===== src/rtl/ed_pkg.sv =====
// Shared types and constants for the energy-window accumulator.
// Latency: none (declarations only).
// Backpressure: not applicable.
package ed_pkg;

    typedef enum logic [1:0] {
        ACCUM = 2'd0,
        PUSH  = 2'd1,
        END   = 2'd2
    } ed_state_t;

    localparam int          ED_DW        = 16;
    localparam int          ED_LOG2_WIN  = 10;
    localparam int          ED_EW        = 32;
    localparam int          ED_NRES      = 8;
    localparam logic [31:0] ED_THRESHOLD = 32'd1000;
    localparam int          ED_OVR_W     = 16;

    // Clamp a window mean to the largest value the EW-1 bit result field can hold.
    function automatic logic [63:0] sat_mean(input logic [63:0] mean, input int unsigned ew);
        logic [63:0] lim;
        lim = (64'd1 << (ew - 1)) - 64'd1;
        return (mean > lim) ? lim : mean;
    endfunction

endpackage


===== src/rtl/energy_window_accumulator_if.sv =====
// Sample input / result FIFO bundle of the energy-window accumulator.
// Latency: none (wiring only).
// Backpressure: fifo_full from the result FIFO; samples have none (ED_OVERRUN_CNT_EN adds overrun_cnt).
interface energy_window_accumulator_if #(
    parameter int DW = ed_pkg::ED_DW,
    parameter int EW = ed_pkg::ED_EW
);
    logic                 sample_valid;
    logic signed [DW-1:0] i_in;
    logic signed [DW-1:0] q_in;
    logic                 fifo_full;
    logic                 push_fin;
    logic [EW-1:0]        din_fin;
    logic                 end_sig;
    logic                 overrun;
`ifdef ED_OVERRUN_CNT_EN
    logic [ed_pkg::ED_OVR_W-1:0] overrun_cnt;

    modport master (output sample_valid, i_in, q_in, fifo_full,
                    input  push_fin, din_fin, end_sig, overrun, overrun_cnt);
    modport slave  (input  sample_valid, i_in, q_in, fifo_full,
                    output push_fin, din_fin, end_sig, overrun, overrun_cnt);
`else
    modport master (output sample_valid, i_in, q_in, fifo_full,
                    input  push_fin, din_fin, end_sig, overrun);
    modport slave  (input  sample_valid, i_in, q_in, fifo_full,
                    output push_fin, din_fin, end_sig, overrun);
`endif
endinterface


===== src/rtl/ed_square_sum.sv =====
// Registered I^2+Q^2 of one complex sample, with its valid bit.
// Latency: 1 cycle.
// Backpressure: none; a valid input always lands in the register.
module ed_square_sum #(
    parameter int DW = 16
) (
    input  logic                 clock,
    input  logic                 reset,
    input  logic                 valid,
    input  logic signed [DW-1:0] i,
    input  logic signed [DW-1:0] q,
    output logic                 valid_d,
    output logic [2*DW:0]        sq
);
    logic signed [2*DW-1:0] ii;
    logic signed [2*DW-1:0] qq;

    // Squares are non-negative; the extra sum bit keeps -2^(DW-1) on both rails exact.
    assign ii = i * i;
    assign qq = q * q;

    always_ff @(posedge clock or posedge reset) begin
        if (reset) begin
            valid_d <= 1'b0;
            sq      <= '0;
        end else begin
            valid_d <= valid;
            if (valid) begin
                sq <= {1'b0, ii} + {1'b0, qq};
            end
        end
    end
endmodule


===== src/rtl/energy_window_accumulator.sv =====
// Windowed mean-energy detector feeding the result FIFO; end_sig after every NRES results.
// Latency: last window sample accepted at edge t -> push_fin high after edge t+2 (fifo_full=0).
// Backpressure: holds results while fifo_full; samples outside ACCUM are dropped (ED_OVERRUN_CNT_EN counts them).
module energy_window_accumulator
    import ed_pkg::*;
#(
    parameter int          DW        = ED_DW,
    parameter int          LOG2_WIN  = ED_LOG2_WIN,
    parameter int          EW        = ED_EW,
    parameter int          NRES      = ED_NRES,
    parameter logic [31:0] THRESHOLD = ED_THRESHOLD
) (
    input  logic                        clock,
    input  logic                        reset,
    energy_window_accumulator_if.slave  bus
);
    localparam int SQW  = 2 * DW + 1;
    localparam int ACCW = SQW + LOG2_WIN;
    localparam int RCW  = $clog2(NRES + 1);

    ed_state_t           state;
    logic [ACCW-1:0]     acc;
    logic [LOG2_WIN-1:0] sample_cnt;
    logic [RCW-1:0]      res_cnt;
    logic                s1_vld;
    logic [SQW-1:0]      sq;
    logic                push_fin_q;
    logic [EW-1:0]       din_fin_q;
    logic                end_sig_q;
    logic                overrun_q;
    logic                accept;
    logic                drop;
    logic [63:0]         mean;

    assign accept = bus.sample_valid && (state == ACCUM);
    assign drop   = bus.sample_valid && (state != ACCUM);
    assign mean   = 64'(acc >> LOG2_WIN);

    ed_square_sum #(.DW(DW)) u_sq (
        .clock   (clock),
        .reset   (reset),
        .valid   (accept),
        .i       (bus.i_in),
        .q       (bus.q_in),
        .valid_d (s1_vld),
        .sq      (sq)
    );

    // Leaving ACCUM on acceptance of the last sample closes the window exactly; PUSH then
    // waits for that sample to drain out of stage 1 so it is always counted.
    always_ff @(posedge clock or posedge reset) begin
        if (reset) begin
            state      <= ACCUM;
            acc        <= '0;
            sample_cnt <= '0;
            res_cnt    <= '0;
            push_fin_q <= 1'b0;
            din_fin_q  <= '0;
            end_sig_q  <= 1'b0;
            overrun_q  <= 1'b0;
        end else begin
            push_fin_q <= 1'b0;
            end_sig_q  <= 1'b0;
            if (drop) begin
                overrun_q <= 1'b1;
            end
            if (s1_vld) begin
                acc <= acc + ACCW'(sq);
            end
            case (state)
                ACCUM: begin
                    if (accept) begin
                        sample_cnt <= sample_cnt + LOG2_WIN'(1);
                        if (&sample_cnt) begin
                            state <= PUSH;
                        end
                    end
                end
                PUSH: begin
                    if (!s1_vld && !bus.fifo_full) begin
                        push_fin_q <= 1'b1;
                        din_fin_q  <= {mean > 64'(THRESHOLD), (EW-1)'(sat_mean(mean, EW))};
                        acc        <= '0;
                        sample_cnt <= '0;
                        res_cnt    <= res_cnt + RCW'(1);
                        state      <= (int'(res_cnt) + 1 >= NRES) ? END : ACCUM;
                    end
                end
                END: begin
                    end_sig_q <= 1'b1;
                    res_cnt   <= '0;
                    state     <= ACCUM;
                end
                default: state <= ACCUM;
            endcase
        end
    end

    assign bus.push_fin = push_fin_q;
    assign bus.din_fin  = din_fin_q;
    assign bus.end_sig  = end_sig_q;
    assign bus.overrun  = overrun_q;

`ifdef ED_OVERRUN_CNT_EN
    logic [ED_OVR_W-1:0] ovr_cnt;

    always_ff @(posedge clock or posedge reset) begin
        if (reset) begin
            ovr_cnt <= '0;
        end else if (drop && (ovr_cnt != {ED_OVR_W{1'b1}})) begin
            ovr_cnt <= ovr_cnt + ED_OVR_W'(1);
        end
    end

    assign bus.overrun_cnt = ovr_cnt;
`endif
endmodule


===== src/flat_wrapper.sv =====
// flat-port wrapper written by rule: the top's interface ports become plain ports
module energy_window_accumulator_flat import ed_pkg::*;
#(
    parameter int          DW        = ED_DW,
    parameter int          LOG2_WIN  = ED_LOG2_WIN,
    parameter int          EW        = ED_EW,
    parameter int          NRES      = ED_NRES,
    parameter logic [31:0] THRESHOLD = ED_THRESHOLD
)
  (clock, reset, bus_sample_valid, bus_i_in, bus_q_in, bus_fifo_full, bus_push_fin, bus_din_fin, bus_end_sig, bus_overrun);
  energy_window_accumulator_if #(.DW(DW), .EW(EW)) bus_i ();
  input  logic clock;
  input  logic reset;
  input wire logic [$bits(bus_i.sample_valid)-1:0] bus_sample_valid;
  input wire logic [$bits(bus_i.i_in)-1:0] bus_i_in;
  input wire logic [$bits(bus_i.q_in)-1:0] bus_q_in;
  input wire logic [$bits(bus_i.fifo_full)-1:0] bus_fifo_full;
  output wire logic [$bits(bus_i.push_fin)-1:0] bus_push_fin;
  output wire logic [$bits(bus_i.din_fin)-1:0] bus_din_fin;
  output wire logic [$bits(bus_i.end_sig)-1:0] bus_end_sig;
  output wire logic [$bits(bus_i.overrun)-1:0] bus_overrun;
  assign bus_i.sample_valid = bus_sample_valid;
  assign bus_i.i_in = bus_i_in;
  assign bus_i.q_in = bus_q_in;
  assign bus_i.fifo_full = bus_fifo_full;
  assign bus_push_fin = bus_i.push_fin;
  assign bus_din_fin = bus_i.din_fin;
  assign bus_end_sig = bus_i.end_sig;
  assign bus_overrun = bus_i.overrun;
  energy_window_accumulator #(.DW(DW), .LOG2_WIN(LOG2_WIN), .EW(EW), .NRES(NRES), .THRESHOLD(THRESHOLD)) u_core (.clock(clock), .reset(reset), .bus(bus_i));
endmodule

===== config.mk =====
export PLATFORM = sky130hd
export DESIGN_NAME = energy_window_accumulator_flat
export DESIGN_NICKNAME = d
export VERILOG_FILES = /design/src/rtl/ed_pkg.sv /design/src/rtl/energy_window_accumulator_if.sv /design/src/rtl/ed_square_sum.sv /design/src/rtl/energy_window_accumulator.sv /design/src/flat_wrapper.sv
export SDC_FILE = /design/constraint.sdc
export NUM_CORES = 2
export LEC_CHECK = 0
export ABC_AREA = 1
export ABC_CLOCK_PERIOD_IN_PS = 5900
export BUFFER_PORTS_ARGS = -buffer_cell sky130_fd_sc_hd__buf_2
export CAP_MARGIN = 25
export CORE_MARGIN = 2
export CORE_UTILIZATION = 55
export CTS_CLUSTER_SIZE = 40
export DETAILED_ROUTE_END_ITERATION = 6
export GPL_TIMING_DRIVEN = 1
export PLACE_DENSITY = 0.72
export RECOVER_POWER = 50
export SYNTH_ARGS = -nofsm -noshare
export SYNTH_HDL_FRONTEND = slang
export SYNTH_SLANG_ARGS = --single-unit

===== constraint.sdc =====
create_clock -name clock -period 5.9 [get_ports clock]
set_input_delay 1.18 -clock clock [delete_from_list [all_inputs] [get_ports clock]]
set_output_delay 1.18 -clock clock [all_outputs]
set_load 0.05 [all_outputs]

# == Word-level counts from Yosys, hierarchy flattened ==
# Cells that the tools add are included.
# totals
wordCells,56
register_bits,128
output_inout_bits,35
inputBits,36
# classes
reduce_logical,14
addsub,5
mux,17
n_eq_ne,5
order_cmp,3
multipliers,2
# ops
operator,count
$mux W43,3
$mul A16 B16 Y32,2
$add A43 B33 Y43,1
$add A32 B32 Y33,1
$gt A33 B10 Y1 const B,1
$gt A33 B31 Y1 const B,1
$ge A32 B5 Y1 const B,1
$mux W31,1
$mux W10,2
$pmux W10 S2,1
$add A10 B1 Y10 const B,1
$reduce_and A10 Y1,1
$mux W2,4
$pmux W4 S2,1
$reduce_and A3 Y1,2
$reduce_bool A2 Y1,3
$add A4 B1 Y5 const B,1
$add A4 B1 Y4 const B,1
$mux W4,1
$ne A2 B2 Y1 const B,2
$pmux W2 S2,1
$reduce_and A2 Y1,2
$logic_and A1 B1 Y1,3
$mux W1,3
5 further kinds,6

# == Depth between registers and ports, before layout ==
# logic_depth
depth_word,5
depth_mapped,38

# == Hierarchy ==
# Synthesis repeated with hierarchy kept, for this count alone.
# unflattened
cells_unflattened,4151
area_unflattened_um2,30008.8
# by_module_without_submodules
mod,cells_per_inst,seq_area_each_um2,area_per_inst_um2,n_inst
ed_square_sum,3039,850.8,22889.5,1
energy_window_accumulator,1112,2352.3,7119.3,1

# == Worst setup path after synthesis ==
# No wires, ideal clock.
# synth_timing
path_type,input to register
from,input bus_q_in[1]
to,register u_core.u_sq.sq[29]
path_buffers,2
path_slack_ps,-1810
arrival_time_ps,7592
setup_ps,117
path_stages,35
t_required_ps,5783
cell_sequence,clkbuf_1 -> clkbuf_1 -> nand2_1 -> inv_1 -> fa_1 -> inv_1 -> fa_1 -> inv_1 -> fa_1 -> fa_1 -> fa_1 -> inv_1 -> fa_1 -> inv_1 -> ha_1 -> nand2_1 -> o21ai_0 -> a21oi_1 -> o21ai_0 -> a21oi_1 -> nand3_1 -> nand2_1 -> inv_1 -> ha_1 -> nand2_1 -> nor2_1 -> inv_1 -> nor2_1 -> inv_1 -> nor3_1 -> nand2_1 -> nand2_1 -> nand2_1 -> nand3_1 -> nand2_1
# synth_between
elab_chain_cells,2
# synth_lines
element,line,text
"start, declared",flat_wrapper.sv:16,input wire logic [$bits(bus_i.q_in)-1:0] bus_q_in;
$mul A16 B16 Y32,ed_square_sum.sv:20,assign qq = q * q;
$add A32 B32 Y33,ed_square_sum.sv:29,"sq <= {1'b0, ii} + {1'b0, qq};"
"end signal, assigned",ed_square_sum.sv:29,
"end, declared",ed_square_sum.sv:13,output logic [2*DW:0] sq
# Every way passes these cells.
# A chain may end at the register's enable or synchronous reset.

# == Worst setup path in the final report ==
# layout_timing
from,input bus_i_in[4]
to,register u_core.u_sq.sq[27]
# layout_between
elab_chain_cells,2
# layout_lines
element,line,text
"start, declared",flat_wrapper.sv:15,input wire logic [$bits(bus_i.i_in)-1:0] bus_i_in;
$mul A16 B16 Y32,ed_square_sum.sv:19,assign ii = i * i;
$add A32 B32 Y33,ed_square_sum.sv:29,
# Every way passes these cells.

==> out/qor.txt <==
First-pass GRT wire length - 138300 um
Drt pass-1 iters - 6
Failing checks - capacitance limit, slew limit, setup timing
CTS Sinks - 128
Die Wd - 232.8 um
Critical Path Fanout Max - 10
Critical path class - primary input to flop
Ys Warns - 0
Starting Density - 55.91%
H-Tree Depth - 4
Via density - 5.469
Layout cells sized above 1 - 33.98%
Fin crit share - 128.5%
Synth area leader - fa_1
Slew headroom - -92.80%
Crit-path most repeated cell - fa_1
Max Freq - 131.9 MHz
Fin nets - 5169
Commonest non-fill, non-tap cell in the layout - inv_1
# DRC - 0
Worst EP arrival - 7900 ps
Std-Cell Rows - 83
Die area - 54200 sq um
Initial DRC Count - 2254
Clock Latency Late Sink - 430 ps
Wire length per cell - 18.78 um
Yosys top cell area share - 33.30%
Slew Viols, Final - 67
Antenna viol nets, final - 0
Final WS setup - -1682 ps
Area Overhead vs Synth - 38.19%
Synth unique cells - 54
Kind of end point of the critical path - flop
Placed instance count - 4956
Mapped Area - 28800 sq um
Gr usage total - 31.62%
Antenna cells - 0
Crit path buffers/inverters - 7
Final WL - 95850 um
Status - finished, violations left
Synth Area per Inst - 7.574 sq um
Max Cap Viol - 1
Port buffer count - 70
Initial antenna violation count - 0
Sequential share of the synthesized area - 11.12%
Hold WC Path Type - flop to flop
Reg clk slew, reported paths - 60 ps
Core Box Area - 51510 sq um
Post-Syn Instances - 3802
Number of global-route vias before repair - 28502
Number of synthesized register bits - 128
Final GP Congestion - 0.9725
GRT overflow - 0
Slew @ Worst Pin - 2876 ps
Mapped Nets - 4561
Slowest-stage cell, CP - fa_1
Final Non-Filler Cells - 5103
CTS Buf Count - 17
Root buf cell - clkbuf_16
Dpl hpwl - 64820 um
Bufs on Longest Clock Path - 2
Min cycle time layout - 7582 ps
Unrepaired setup endpoints after global routing - true
Final number of hold-violating endpoints - 0
Hold buffers post-CTS - 0
Synth area leaders - fa_1 (33%), inv_1 (14%), dfrtp_1 (11%)
Largest net degree at the start of global routing - 88
CTS tree - yes
Most frequent cells in the layout - inv_1 (895), nand2_1 (593), buf_4 (511)
Final setup viols - 26
Vias after detailed routing - 27906
Clk_skew - 12.46 ps
# IOs - 71
Crit-path max cell delay - 670 ps
Die H - 232.8 um
CP Launch Type - primary input
Cell family with most CP delay - adder cells
Required @ worst endpoint - 6220 ps
routing by layer:
| layer | wire [um] | up-vias | global-route usage, % |
|---|---|---|---|
| met5 | 0 | - | 0 |
| met4 | 6240 | 0 | 10.33 |
| met3 | 7759 | 522 | 4.228 |
| met2 | 46180 | 1297 | 55.52 |
| met1 | 35680 | 13495 | 40.31 |
| li1 | - | 12592 | - |
metrics by stage:
step | utilization [%] | hold WS [ps] | instance area (sq um) | setup TNS, ps | setup slack, ps
detailed placement | 67.21 | 442.8 | 34620 | -39800 | -1845
CTS | 73.97 | 457.6 | 38100 | -19790 | -1106
global route | 77.25 | 470.9 | 39790 | -36400 | -1873
finish | 77.25 | 453.0 | 39790 | -32560 | -1682
floorplan | - | 433.0 | 30530 | -19740 | -1192
global placement | 67.21 | 434.6 | 34620 | -38820 | -1787
kinds of logic (layout without fill, tap and decap cells):
kind of cell	Yosys count	count (layout)	share of synthesized area, %
AOI/OAI and AO/OA	411	411	7.917
xor gates and xnor gates	94	94	2.859
adders and majority gates	723	723	43.90
buffers and inverters	1143	1764	14.98
DFF	128	128	11.12
and+or+nand+nor	1303	1303	19.22
cell type report:
class | count | area [sq um]
clock buffers | 17 | 425.4
clock inverters | 15 | 196.4
fillers | 3335 | 11720
inverters | 1048 | 3971
multi-input cells | 2531 | 25280
flip-flops and latches | 128 | 3203
well taps | 680 | 850.8
repair buffers | 684 | 5867
synthesized netlist by cell type (all sizes together):
cell type / n
o211ai: 6
nor2: 265
o21ai: 131
a21boi: 8
clkbuf: 75
nor4: 9
nand3b: 1
buf: 20
xnor2: 36
xor2: 58
nor3b: 1
o22ai: 1
dfrtp: 128
ha: 244
a31o: 2
nand3: 157
a21oi: 184
a31oi: 38
a211oi: 1
or2: 15
and3: 2
and2: 1
nand2: 770
clkinv: 2
nor3: 43
nand4: 39
a21o: 12
o21a: 3
inv: 1046
o31ai: 1
fa: 479
o31a: 1
o311ai: 1
o21bai: 22
repair_timing:
action	4_1_cts	5_1_grt
pin swaps	224	205
gates cloned	1	0
endpoints found under the hold margin	0	0
endpoints found under the setup margin	26	27
buffers inserted	73	49
gates resized for setup	566	316
worst paths after layout:
path,endpoint,cells after the start,start,slack (ps)
max in group asynchronous,u_core.u_sq.sq[27]$_DFFE_PP0P_,3,reset,2540
max reg2reg,u_core.acc[28]$_DFF_PP0_,12,u_core.u_sq.sq[0]$_DFFE_PP0P_,3360
min,u_core.bus.overrun$_DFFE_PP0P_,1,u_core.bus.overrun$_DFFE_PP0P_,450
max,u_core.u_sq.sq[27]$_DFFE_PP0P_,28,bus_i_in[4],-1680
min reg2reg,u_core.bus.overrun$_DFFE_PP0P_,1,u_core.bus.overrun$_DFFE_PP0P_,450
min in group asynchronous,u_core.bus.din_fin[30]$_DFFE_PP0P_,2,reset,1540
registers in the layout, indices dropped and copies added, names as in the netlist:
register             flops
u_core.res_cnt           4
u_core.bus.end_sig       1
u_core.bus.push_fin      1
u_core.u_sq.sq          33
u_core.bus.din_fin      32
u_core.state             2
u_core.acc              43
u_core.sample_cnt       10
u_core.bus.overrun       1
u_core.u_sq.valid_d      1
Power is not shown: default switching activity piles up to over one toggle a cycle in this logic, so the estimate is an artifact.
